[config.mk]
export PLATFORM = sky130hd
export DESIGN_NAME = boot_loader_flat
export DESIGN_NICKNAME = d
export VERILOG_FILES = /design/src/rtl/boot_loader_if.sv /design/src/rtl/boot_loader.sv /design/src/flat_wrapper.sv
export SDC_FILE = /design/constraint.sdc
export NUM_CORES = 1
export LEC_CHECK = 0
export CAP_MARGIN = 20
export CORE_MARGIN = 5
export CORE_UTILIZATION = 45
export CTS_CLUSTER_DIAMETER = 30
export DETAILED_ROUTE_END_ITERATION = 8
export PLACE_DENSITY = 0.8
export SLEW_MARGIN = 30
export SYNTH_ARGS = -nofsm -noshare
export SYNTH_HDL_FRONTEND = slang
export SYNTH_SLANG_ARGS = --single-unit
[constraint.sdc]
create_clock -name clk -period 3.78 [get_ports clk]
set_input_delay 0.756 -clock clk [delete_from_list [all_inputs] [get_ports clk]]
set_output_delay 0.756 -clock clk [all_outputs]
set_load 0.02 [all_outputs]
[src/rtl/boot_loader_if.sv]
// boot_loader_if: valid/ready stream carrying the length-prefixed program.
// The master drives words and the slave (the loader) returns in_ready.
interface boot_loader_if #(
  parameter int DATA_WIDTH = 16
);
  logic                  in_valid;
  logic [DATA_WIDTH-1:0] in_data;
  logic                  in_ready;

  modport master (output in_valid, output in_data, input in_ready);
  modport slave  (input in_valid, input in_data, output in_ready);
endinterface

[src/rtl/boot_loader.sv]
// boot_loader: streams a length-prefixed program into instruction memory
// from address 0. The processor's fetch reset is held for the whole load and
// released RESET_HOLD cycles after the final write.
// Optional feature macro: BOOT_LOADER_CHECKSUM_EN. When it is defined, a
// trailing checksum word (the wrapping sum of the data words) must match
// before the processor is released.
module boot_loader #(
  parameter int ADDR_WIDTH = 10,
  parameter int DATA_WIDTH = 16,
  parameter int RESET_HOLD = 2
) (
  input  logic                  clk,
  input  logic                  reset,
  input  logic                  start,
  boot_loader_if.slave          s_in,
  output logic                  imem_we,
  output logic [ADDR_WIDTH-1:0] imem_addr,
  output logic [DATA_WIDTH-1:0] imem_wdata,
  output logic                  cpu_reset,
  output logic                  done,
  output logic                  error
);

  // count is one bit wider than the address so a full-memory load never wraps
  localparam int          CW      = ADDR_WIDTH + 1;
  localparam int          HW      = (RESET_HOLD < 1) ? 1 : $clog2(RESET_HOLD + 1);
  localparam logic [31:0] MAX_LEN = 32'(1) << ADDR_WIDTH;

  typedef enum logic [2:0] {
    S_IDLE,
    S_LEN,
    S_LOAD,
`ifdef BOOT_LOADER_CHECKSUM_EN
    S_CSUM,
`endif
    S_HOLD,
    S_RUN,
    S_ERR
  } state_t;

  state_t                r_state;
  logic [CW-1:0]         r_len;
  logic [CW-1:0]         r_count;
  logic [HW-1:0]         r_hold;
  logic                  r_in_ready;
  logic                  r_we;
  logic [ADDR_WIDTH-1:0] r_addr;
  logic [DATA_WIDTH-1:0] r_wdata;
  logic                  r_cpu_reset;
  logic                  r_done;
  logic                  r_error;
`ifdef BOOT_LOADER_CHECKSUM_EN
  logic [DATA_WIDTH-1:0] r_sum;
`endif

  logic          w_xfer;
  logic          w_len_bad;
  logic [CW-1:0] w_count_inc;

  assign w_xfer      = s_in.in_valid & r_in_ready;
  assign w_len_bad   = (s_in.in_data == '0) || (32'(s_in.in_data) > MAX_LEN);
  assign w_count_inc = r_count + CW'(1);

  assign s_in.in_ready = r_in_ready;
  assign imem_we       = r_we;
  assign imem_addr     = r_addr;
  assign imem_wdata    = r_wdata;
  assign cpu_reset     = r_cpu_reset;
  assign done          = r_done;
  assign error         = r_error;

  // Load sequencer: state, handshake, memory write port and release timing
  always_ff @(posedge clk) begin
    if (reset) begin
      r_state     <= S_IDLE;
      r_len       <= '0;
      r_count     <= '0;
      r_hold      <= '0;
      r_in_ready  <= 1'b0;
      r_we        <= 1'b0;
      r_addr      <= '0;
      r_wdata     <= '0;
      r_cpu_reset <= 1'b1;
      r_done      <= 1'b0;
      r_error     <= 1'b0;
`ifdef BOOT_LOADER_CHECKSUM_EN
      r_sum       <= '0;
`endif
    end else begin
      r_we <= 1'b0;
      case (r_state)
        S_IDLE: begin
          if (start) begin
            r_state    <= S_LEN;
            r_in_ready <= 1'b1;
          end
        end
        S_LEN: begin
          if (w_xfer) begin
            if (w_len_bad) begin
              r_state    <= S_ERR;
              r_in_ready <= 1'b0;
              r_error    <= 1'b1;
            end else begin
              r_len   <= CW'(s_in.in_data);
              r_count <= '0;
              r_state <= S_LOAD;
`ifdef BOOT_LOADER_CHECKSUM_EN
              r_sum   <= '0;
`endif
            end
          end
        end
        S_LOAD: begin
          if (w_xfer) begin
            r_we    <= 1'b1;
            r_addr  <= r_count[ADDR_WIDTH-1:0];
            r_wdata <= s_in.in_data;
            r_count <= w_count_inc;
`ifdef BOOT_LOADER_CHECKSUM_EN
            r_sum   <= r_sum + s_in.in_data;
            if (w_count_inc == r_len) begin
              r_state <= S_CSUM;
            end
`else
            if (w_count_inc == r_len) begin
              r_state    <= S_HOLD;
              r_in_ready <= 1'b0;
              r_hold     <= '0;
            end
`endif
          end
        end
`ifdef BOOT_LOADER_CHECKSUM_EN
        // checksum word is compared only, never written to memory
        S_CSUM: begin
          if (w_xfer) begin
            r_in_ready <= 1'b0;
            if (s_in.in_data == r_sum) begin
              r_state <= S_HOLD;
              r_hold  <= '0;
            end else begin
              r_state <= S_ERR;
              r_error <= 1'b1;
            end
          end
        end
`endif
        S_HOLD: begin
          if (r_hold == HW'(RESET_HOLD)) begin
            r_state     <= S_RUN;
            r_cpu_reset <= 1'b0;
            r_done      <= 1'b1;
          end else begin
            r_hold <= r_hold + HW'(1);
          end
        end
        S_RUN: begin
          if (start) begin
            r_state     <= S_LEN;
            r_in_ready  <= 1'b1;
            r_cpu_reset <= 1'b1;
            r_done      <= 1'b0;
          end
        end
        S_ERR: begin
          if (start) begin
            r_state    <= S_LEN;
            r_in_ready <= 1'b1;
            r_error    <= 1'b0;
          end
        end
        default: r_state <= S_IDLE;
      endcase
    end
  end

endmodule

[src/flat_wrapper.sv]
// flat-port wrapper written by rule: the top's interface ports become plain ports
module boot_loader_flat 
#(
  parameter int ADDR_WIDTH = 10,
  parameter int DATA_WIDTH = 16,
  parameter int RESET_HOLD = 2
)
  (clk, reset, start, imem_we, imem_addr, imem_wdata, cpu_reset, done, error, s_in_in_valid, s_in_in_data, s_in_in_ready);
  boot_loader_if #(.DATA_WIDTH(DATA_WIDTH)) s_in_i ();
  input  logic clk;
  input  logic reset;
  input  logic start;
  output logic imem_we;
  output logic [ADDR_WIDTH-1:0] imem_addr;
  output logic [DATA_WIDTH-1:0] imem_wdata;
  output logic cpu_reset;
  output logic done;
  output logic error;
  input wire logic [$bits(s_in_i.in_valid)-1:0] s_in_in_valid;
  input wire logic [$bits(s_in_i.in_data)-1:0] s_in_in_data;
  output wire logic [$bits(s_in_i.in_ready)-1:0] s_in_in_ready;
  assign s_in_i.in_valid = s_in_in_valid;
  assign s_in_i.in_data = s_in_in_data;
  assign s_in_in_ready = s_in_i.in_ready;
  boot_loader #(.ADDR_WIDTH(ADDR_WIDTH), .DATA_WIDTH(DATA_WIDTH), .RESET_HOLD(RESET_HOLD)) u_core (.clk(clk), .reset(reset), .start(start), .s_in(s_in_i), .imem_we(imem_we), .imem_addr(imem_addr), .imem_wdata(imem_wdata), .cpu_reset(cpu_reset), .done(done), .error(error));
endmodule
=== After elaboration in Yosys (flattened, before gate mapping) ===
Cells that the tools add are included.

* Flip-flop bits (word level): 58
* Latch bits: 0
* Bits in writable memories: 0
* ROM bits: 0
* Bits of input ports: 20
* Output and inout port bits: 31
* Word-level logic and storage cells: 82
* Memories kept: 0

* Add/sub/neg operators: 2
* $mul: 0
* Div/mod/pow operators: 0
* Order comparisons: 1
* Eq/ne operators: 17
* Shift-type cells: 0
* Multiplexer cells: 30
* Bitwise logic cells: 3
* Reduce and logical (&&, ||, !) cells: 18

{| class="wikitable"
|+ Operator list
! operator !! count
|-
| 2-to-1 mux 11 bit || 3
|-
| case mux 11 bit (2 select lines) || 1
|-
| 2-to-1 mux 3 bit || 6
|-
| > comparator 16 x 11 -> 1 bit, second input constant || 1
|-
| logical NOT 16 bit || 1
|-
| != test 2 x 1 -> 1 bit, second input constant || 6
|-
| case mux 3 bit (4 select lines) || 1
|-
| AND reduction 4 bit || 3
|-
| adder 11 x 1 -> 11 bit, second input constant || 1
|-
| equality test 11 bit || 1
|-
| 2-to-1 mux 1 bit || 11
|-
| != test 2 bit, second input constant || 4
|-
| nonzero test 2 bit || 4
|-
| equality test 3 x 2 -> 1 bit, second input constant || 2
|-
| equality test 3 bit, second input constant || 2
|-
| 2-to-1 mux 2 bit || 3
|-
| case mux 1 bit (2 select lines) || 3
|-
| AND reduction 3 bit || 2
|-
| AND reduction 6 bit || 1
|-
| AND reduction 5 bit || 1
|-
| case mux 2 bit (2 select lines) || 1
|-
| equality test 3 x 1 -> 1 bit, second input constant || 1
|-
| logical NOT 3 bit || 1
|-
| case mux 1 bit (3 select lines) || 1
|-
| 9 further kinds || 10
|}

=== Longest topological paths before layout ===
* Word-level depth: 5
* Depth in mapped cells: 9
* Depth with buffers taken out: 8

=== Worst setup path before layout ===
Ideal clock, no wire load.

* Path kind: input to register
* Start point: input port s_in_in_data[4]
* End point: register u_core.r_len[2]
* Library setup time: 0.128 ns
* Arrival: 2.416 ns
* Path slack: 1.236 ns
* Stages: 9
* Path buffers: 2
* Cells stage by stage: nor4_1 > nand3_1 > xor2_1 > nand3_1 > or4_1 > clkbuf_1 > buf_2 > mux2i_1 > nor2_1

* Cells in the longest elaborated chain, start to end: 4
* Elaborated cells between the ends (all ways): 5
* Classes of those cells: order compare (1); bitwise (1); reduce/logical (3)

{| class="wikitable"
|+ Ends and longest elaborated chain
! element !! line !! text
|-
| from (decl) || flat_wrapper.sv:20 || <nowiki>input wire logic [$bits(s_in_i.in_data)-1:0] s_in_in_data;</nowiki>
|-
| > comparator 16 x 11 -> 1 bit / logical NOT 16 bit (equally long branches) || boot_loader.sv:61 || <nowiki>assign w_len_bad = (s_in.in_data == '0) || (32'(s_in.in_data) > MAX_LEN);</nowiki>
|-
| logical OR 1 bit * || boot_loader.sv:61 ||
|-
| NOT 1 bit (no source line) * || -- ||
|-
| AND reduction 3 bit (no source line) * || -- ||
|-
| to (signal assigned) || boot_loader.sv:105 || <nowiki>r_len <= CW'(s_in.in_data);</nowiki>
|-
| to (decl) || boot_loader.sv:42 || <nowiki>logic [CW-1:0] r_len;</nowiki>
|}

Mark *: on every way between the ends. The rest lies on a longest branch, timed or not.
A chain may end at the register's enable or synchronous reset.

=== Worst setup path after layout ===
* Start point: input port s_in_in_data[4]
* End point: register u_core.r_len[5]

The elaborated chain is that of the path after synthesis.

==> impl_metrics.ini <==
[outcome]
status = complete, no violations

[drt]
routed.top_layer = met4
routed_wl_mm = 6.40
wl_met2_mm = 2.82
drc = 0
vias = 2530
drt-vias-per-instance = 5.48
wl_met1_mm = 2.79
drt_iter0_markers = 163
dr.pass1.iters = 4
wl_per_cell_um = 13.8
wl_met3_um = 635
final_antenna_net_count = 0

[worst_setup_path]
ff2ff_setup_slack_ns = 1.02
critPathMaxFanout = 13
arrival_ns = 3.07
crit_path_end_kind = flip-flop
r2r-end = u_core.s_in.in_ready
crit_slowest_cell = or4_1
crit_top_cell = nand3_1
slowest_delay_ns = 0.55
critPathKind = primary input to flip-flop
timing.rr.start = u_core.r_count[0]
r2r.worst_path.cells = 8
crit_chain = clkdlybuf4s50_1 -> nor4_1 -> nand3_1 -> xor2_1 -> nand3_1 -> or4_1 -> buf_4 -> mux2i_1 -> nor2_1
critPathRequiredTime_ns = 4.00
startpoint_type = primary input

[clock_network]
cts.sinks = 58
postCtsSetupRepairBufs = 0
cts_made_buffers = 9
holdBufCountCts = 0
clockRootBuffer = clkbuf_8
cts_buffer_depth = 2
path_clk_slew_ns = 0.06
htree_levels = 3
cts_tree = done
ctsResizeCount = 0
clkLatencyLatePin_ns = 0.34

[worst_hold_path]
hold_start = u_core.cpu_reset
min_to = u_core.cpu_reset
hold_path.class = flip-flop to flip-flop
holdPathStages = 2

[die]
die_area_um2 = 7730
rows = 28
die_y_um = 87.9
core_area_um2 = 5920
start_util_pct = 46.2
io_pins = 51
dieWidth_um = 87.9

[pwr]
p_seq_share_pct = 51.0
sw_frac_of_total_pct = 22.1
power_density_nw_per_um2 = 356
p_clk_share_pct = 44.1
p_int_mw = 0.946
combPwrFrac_pct = 4.9
leakagePower_nw = 1.19
power.switching_mw = 0.268
irDropWorstVdd_mv = 0.295

[global_routing]
antenna_found_initial = 0
grt_max_degree = 33
grt_pass1_vias = 2463
grt_pass1_wl_mm = 11.2
grt_overflow = 0
globalRouteTotalUtil_pct = 18.5

[cells_and_area]
mostFrequentLayoutCells = nand2_1, dfxtp_1, clkdlybuf4s50_1, a21oi_1, nor2_1
diodes = 0
stdcell_count = 462
finalNetCount = 405
nFillCells = 528
drive_gt1_share_pct = 8.53
area_growth_pct = 24.7
layout_commonest_cell = nand2_1

[timing]
worstMarginPinSlew_ns = 0.550
fin_skew_ns = 0.00504
fin_setup_tns_ns = 0
min_period_ns = 2.85
max_clock_freq_mhz = 351
worst_slew_margin_rel_pct = 63.0
setup_violations = 0
min_period_over_period_pct = 75.3
final_max_slew_viol_count = 0
finalHoldViolCount = 0
rsz0062_at_grt = no

[logic_synthesis]
yosysWarnings = 0
async_flop_share_pct = 0
synth_cell_types = 45
ys_ff_latch = 58
syn_inst = 342
synth_edf_count = 0
postSynthAreaPerCell_um2 = 7.99
synth_top_area_cell = dfxtp_1
synthDominantCellAreaShare_pct = 42.5
yosysSeqAreaShare_pct = 42.5
ys.flop_type = dfxtp_1
synth_area_leaders = dfxtp_1, nand2_1, a21oi_1
synth_fp_nets = 364
netlist_area_um2 = 2730

[placed_design]
gp_congestion = 0.942
place_hpwl_mm = 4.58
io_buffers = 50
dp_cells = 447

[flow_run]
maxCapViolCount = 0
synth_stat cells (4+ instances only):
cell type  count
nor4_1         4
a31oi_1        7
mux2i_1       11
nor2_1        29
a311oi_1       5
nand2_1       74
nand4_1        5
buf_2          4
a21oi_1       38
dfxtp_1       58
xnor2_1        8
o21ai_0       10
inv_1          9
clkbuf_1      15
nor3_1         5
a211oi_1       4
nand3_1        9
how the worst max path moves through the flow:
stage,endpoint,from,cells after the start
6_report,u_core.r_len[5],s_in_in_data[4],9
2_1_floorplan,u_core.r_len[2],s_in_in_data[4],9
3_5_place_dp,u_core.r_len[5],s_in_in_data[4],9
5_1_grt,u_core.r_len[8],s_in_in_data[4],9
4_1_cts,u_core.r_len[5],s_in_in_data[4],9
3_3_place_gp,u_core.s_in.in_ready,s_in_in_valid,7
through the flow:
step                      utilization [%]  hold WS (ns)  instance area (um2)  setup WS (ns)  power [mW]
after floorplan                         -         0.444                 2730           1.24       0.661
after global placement               54.4         0.435                 3220          0.616       0.692
after detailed placement             54.4         0.445                 3220          0.601       0.692
after CTS                            57.6         0.454                 3410          0.948        1.23
after global routing                 57.6         0.476                 3410          0.796        1.27
final                                57.6         0.446                 3410          0.932        1.21
logic make-up (layout without fill, tap and decap cells):
kind of cell	Yosys count	after routing	share of synthesized area, %
compound gates	75	75	16.3
xor+xnor	12	12	4.12
fa+ha+maj	2	2	0.915
buf+inv	35	80	6.73
flops	58	58	42.5
mux	11	11	4.03
simple gates	149	149	25.4
layout make-up:
type	count	area (um2)	area share (%)
repair buffers	56	541	15.9
clock inverters	2	10.0	0.294
clock buffers	13	179	5.25
inverters	9	33.8	0.991
multi-input cells	249	1390	40.8
well taps	75	93.8	2.75
flip-flops and latches	58	1160	34.1
power groups by stage:
stage                     clock network, mW  logic, mW  registers (mW)
after floorplan                           0     0.0299           0.631
after global placement                    0     0.0591           0.633
after detailed placement                  0     0.0593           0.633
after CTS                             0.548     0.0598           0.619
after global routing                  0.582     0.0661           0.620
final                                 0.535     0.0595           0.620
registers in the layout (all words and copies together), names as in the netlist:
name	count
u_core.imem_addr	10
u_core.r_hold	2
u_core.r_count	11
u_core.imem_we	1
u_core.done	1
u_core.imem_wdata	16
u_core.cpu_reset	1
u_core.error	1
u_core.r_len	11
u_core.r_state	3
u_core.s_in.in_ready	1
critical path, delay by kind of cell:
family / cells / cell delay (ns)
buf+inv: 2 / 0.68
mux: 1 / 0.17
simple gates: 5 / 1.29
xor+xnor: 1 / 0.15
metal layers:
layer | track usage [%] | vias to the layer above
met5 | 0 | -
met2 | 27.8 | 92
met1 | 22.7 | 1160
met4 | 6.28 | 0
li1 | - | 1261
met3 | 9.50 | 17
Power figures use the tool's default switching activity.
